===== src/rtl/multiplier_datapath_taint_track_word.sv =====
// Shift-add datapath for a sequential multiplier: multiplicand, multiplier and
// running-sum registers, each carrying a sticky word-level taint bit.
module multiplier_datapath_taint_track_word #(
  parameter int WIDTH = 4
) (
  input  logic               clk,
  input  logic               rst,
  input  logic [WIDTH-1:0]   multiplicand,
  input  logic               multiplicand_t,
  input  logic [WIDTH-1:0]   multiplier,
  input  logic               multiplier_t,
  input  logic               rsload,
  input  logic               rsload_t,
  input  logic               rsclear,
  input  logic               rsclear_t,
  input  logic               rsshr,
  input  logic               rsshr_t,
  input  logic               mrld,
  input  logic               mrld_t,
  input  logic               mdld,
  input  logic               mdld_t,
  output logic [WIDTH-1:0]   multiplierReg,
  output logic               multiplierReg_t,
  output logic [2*WIDTH-1:0] product,
  output logic               product_t
);

  logic [WIDTH-1:0] md;
  logic             md_t;
  logic [WIDTH-1:0] mr;
  logic             mr_t;
  logic [2*WIDTH:0] rs;
  logic             rs_t;

  // Upper part of the running sum plus multiplicand; the extra bit is the
  // guard that absorbs the carry before the next shift.
  logic [WIDTH:0]   upper_sum;

  always_comb begin
    upper_sum = rs[2*WIDTH:WIDTH] + {1'b0, md};
  end

  always_ff @(posedge clk) begin
    if (!rst) begin
      md   <= '0;
      md_t <= 1'b0;
      mr   <= '0;
      mr_t <= 1'b0;
    end else begin
      if (mdld) md <= multiplicand;
      md_t <= (mdld ? multiplicand_t : md_t) | mdld_t;
      if (mrld) mr <= multiplier;
      mr_t <= (mrld ? multiplier_t : mr_t) | mrld_t;
    end
  end

  // Strobe priority: clear, then load, then shift. The add reads the current
  // md/md_t, so a same-cycle mdld only affects later additions.
  always_ff @(posedge clk) begin
    if (!rst) begin
      rs   <= '0;
      rs_t <= 1'b0;
    end else if (rsclear) begin
      rs   <= '0;
      rs_t <= rsclear_t;
    end else begin
      if (rsload) begin
        rs[2*WIDTH:WIDTH] <= upper_sum;
      end else if (rsshr) begin
        rs <= {1'b0, rs[2*WIDTH:1]};
      end
      rs_t <= rs_t | rsclear_t | rsload_t | rsshr_t | (rsload & md_t);
    end
  end

  assign multiplierReg   = mr;
  assign multiplierReg_t = mr_t;
  assign product         = rs[2*WIDTH-1:0];
  assign product_t       = rs_t;

endmodule


===== config.mk =====
export PLATFORM = sky130hd
export DESIGN_NAME = multiplier_datapath_taint_track_word
export DESIGN_NICKNAME = d
export VERILOG_FILES = /design/src/rtl/multiplier_datapath_taint_track_word.sv
export SDC_FILE = /design/constraint.sdc
export NUM_CORES = 1
export LEC_CHECK = 0
export BUFFER_PORTS_ARGS = -buffer_cell sky130_fd_sc_hd__buf_4
export CORE_MARGIN = 8
export CORE_UTILIZATION = 25
export DETAILED_ROUTE_END_ITERATION = 10
export PLACE_DENSITY = 0.57
export SYNTH_ARGS = -nofsm -noshare
export SYNTH_HDL_FRONTEND = slang
export SYNTH_SLANG_ARGS = --single-unit

===== constraint.sdc =====
create_clock -name clk -period 1.5 [get_ports clk]
set_input_delay 0.15 -clock clk [delete_from_list [all_inputs] [get_ports clk]]
set_output_delay 0.15 -clock clk [all_outputs]
set_load 0.005 [all_outputs]

==> out/metrics.cfg <==
[outcome]
status = finished with violations
violations = setup timing

[global_routing]
grt_max_degree = 15
grt_pass1_wl_mm = 3.70
track_usage_pct = 7.12
grt_pass1_vias = 850
globalRoute.totalOverflow = 0
antenna_found_initial = 0

[final_layout]
area_growth_pct = 35.7
layout.nets = 162
diodes = 0
fillers = 414
multi_input_area_um2 = 537
finalNonFillerCells = 184
seqCellArea_um2 = 403
drive_gt1_share_pct = 43.3

[clock_network]
htree_num_levels = 1
cts_tree = done
cts-resized-gates = 0
cts_sinks = 20
cts_buffers = 3
path_clk_slew_ps = 80
clock_latency_ps = 260
clockBufferDepth = 2
hold_buffers = 0
cts-root-buf = clkbuf_8

[synthesis]
synth_area_um2 = 1030
synth_seq_area_share_pct = 39.0
syn_inst = 104
yosysWarnings = 0
synthFlopType = dfxtp_1
syn_nets = 131
ys_types = 25
yosys_register_bits = 20
syn_area_per_cell_um2 = 9.87
synth_edf_count = 0
async_flop_share_pct = 0

[detailed_routing]
routed_via_density = 4.26
dr_total_vias = 784
drtIter0Drc = 9
wl_per_cell_um = 12.2
ant_nets = 0
drc = 0
routed_wirelength_mm = 2.24
drt_first_pass_iters = 4

[placement]
placed_cells = 178
place.gp.congestion = 0.764
port_buffers = 35
dp_hpwl_mm = 1.85

[worst_setup_path]
crit_chain = ha_4, inv_2, fa_2, nand2b_4, a21oi_2, mux2_4, a21oi_2
cp-end-kind = flop
crit_buf_inv = 1
cp_common_cell = a21oi_2
crit_family = adder cells
cp-start-kind = flop
worstPathArrival_ps = 1810
cp_data_required_time_ps = 1690
worst-setup-path-type = reg -> reg
worstPathMaxFanout = 2
critical_path.max_stage_delay_ps = 360
slowest_stage = dfxtp_2

[sta]
slew_headroom_pct = 72.4
rsz0062_at_grt = true
maxSlewViolCount = 0
finalWorstSetupSlack_ps = -119
finalCritPeriodShare_pct = 108
max_slew.worst_pin.slew_ps = 414
clock_skew_ps = 1.29
fin_setup_tns_ps = -141
setup_viol = 2
finalCriticalPeriod_ps = 1620
fmaxAchievable_ghz = 0.618
hold_viol_final = 0

[power]
combPwrFrac_pct = 13.4
power_frac_clock_pct = 42.3
power_density_nw_per_um2 = 921
p_leak_nw = 0.611
p_int_mw = 1.01
swShare_pct = 21.0
power_mw = 1.28
power.switching_mw = 0.270
ir_worst_vdd_mv = 0.414
power_frac_seq_pct = 44.3

[worst_hold_path]
hp-class = in -> reg

[floorplan]
die_w_um = 80.1
die_height_um = 80.1
die-area_um2 = 6410
io_pins = 36
fp-row-count = 23
start_util_pct = 25.8
core-area_um2 = 3970

[flow_run]
drv_cap = 0

==> power groups by stage <==
stage | Sequential [mW] | Combinational [mW] | Clock [mW]
after floorplan | 0.580 | 0.101 | 0
after global placement | 0.580 | 0.170 | 0
after detailed placement | 0.581 | 0.176 | 0
after CTS | 0.568 | 0.176 | 0.560
after global routing | 0.571 | 0.191 | 0.587
final | 0.568 | 0.172 | 0.543
==> flip-flops by register name, indices dropped and copies added (netlist names) <==
register / count
md_t: 1
multiplierReg_t: 1
multiplierReg: 4
md: 4
product_t: 1
rs: 9
==> area by class of cell <==
type,instances,area share [%]
Clock buffer,3,2.96
Clock inverter,1,2.16
Inverter,3,0.809
Multi-Input combinational cell,66,38.5
Sequential cell,20,28.9
Tap cell,50,4.49
Timing Repair Buffer,41,22.1
==> metal layers <==
layer | vias up | part of all wire (%) | global-route usage [%] | wire (um)
met4 | 0 | 0.27 | 2.18 | 6
li1 | 405 | - | - | -
met2 | 27 | 45 | 10.9 | 1000
met3 | 2 | 10 | 4.35 | 229
met5 | - | 0 | 0 | 0
met1 | 350 | 45 | 8.01 | 1000
==> cell usage after synthesis, types with 2 or more instances <==
master / instances / area [um^2]
nand2_1: 2 / 7.51
o21a_1: 3 / 22.5
buf_4: 9 / 67.6
a21oi_1: 4 / 20.0
buf_2: 2 / 10.0
dfxtp_1: 20 / 400
nor2_1: 10 / 37.5
a211oi_1: 5 / 37.5
nor2b_1: 10 / 62.6
buf_6: 2 / 22.5
ha_1: 4 / 50.1
mux2i_1: 13 / 130
inv_1: 3 / 11.3
nand2b_1: 3 / 18.8
mux2_2: 3 / 33.8
clkbuf_1: 2 / 7.51
==> what timing repair did <==
| item | CTS | global route |
|---|---|---|
| hold endpoints to repair | 0 | 0 |
| setup buffers | 2 | 0 |
| pin swaps | 4 | 0 |
| endpoints found under the setup margin | 1 | 2 |
==> worst register-to-register path, delay by kind of cell (launching register included) <==
| kind | cells | cell delay (ps) |
|---|---|---|
| flops | 1 | 360 |
| simple gates | 1 | 150 |
| fa+ha+maj | 2 | 470 |
| compound gates | 2 | 230 |
| mux | 1 | 310 |
| buf+inv | 1 | 30 |
==> cells by family after synthesis <==
kind of cell	count (synthesis)	share of synthesized area, %
adder cells (fa/ha/maj)	5	6.83
buffers and inverters	18	11.6
AND/OR/NAND/NOR	30	16.2
AO/OA/AOI/OAI	14	9.51
multiplexers	16	16.0
XOR/XNOR	1	0.854
flip-flops	20	39.0
==> path summary, 6_finish.rpt <==
path	from	endpoint	slack, ps	depth (start not counted)
worst max-delay path	rs[4]	rs[8]	-120	7
worst min-delay path	mdld_t	md_t	90	2
worst max register to register	rs[4]	rs[8]	-120	7
worst min register to register	rs[0]	rs[0]	510	2
==> metrics by stage <==
stage / hold slack, ps / setup slack (ps) / instance area, um^2 / utilization [%]
floorplan: 274 / -105 / 1060 / -
global placement: 358 / -111 / 1310 / 32.9
detailed placement: 365 / -159 / 1310 / 32.9
CTS: 89.4 / -130 / 1390 / 35.1
global route: 93.9 / -202 / 1390 / 35.1
finish: 94.8 / -119 / 1390 / 35.1
==> placed cells by master (no fill, tap or decap), types with 3 or more instances in the layout <==
master / netlist / final
buf_4: 9 / 41
dfxtp_1: 20 / 18
mux2i_1: 13 / 13
nor2_1: 10 / 10
nor2b_1: 10 / 10
a211oi_1: 5 / 5
a21oi_1: 4 / 3
o21a_1: 3 / 3
ha_1: 4 / 3
clkbuf_8: 0 / 3
(Power assumes the default switching activity.)
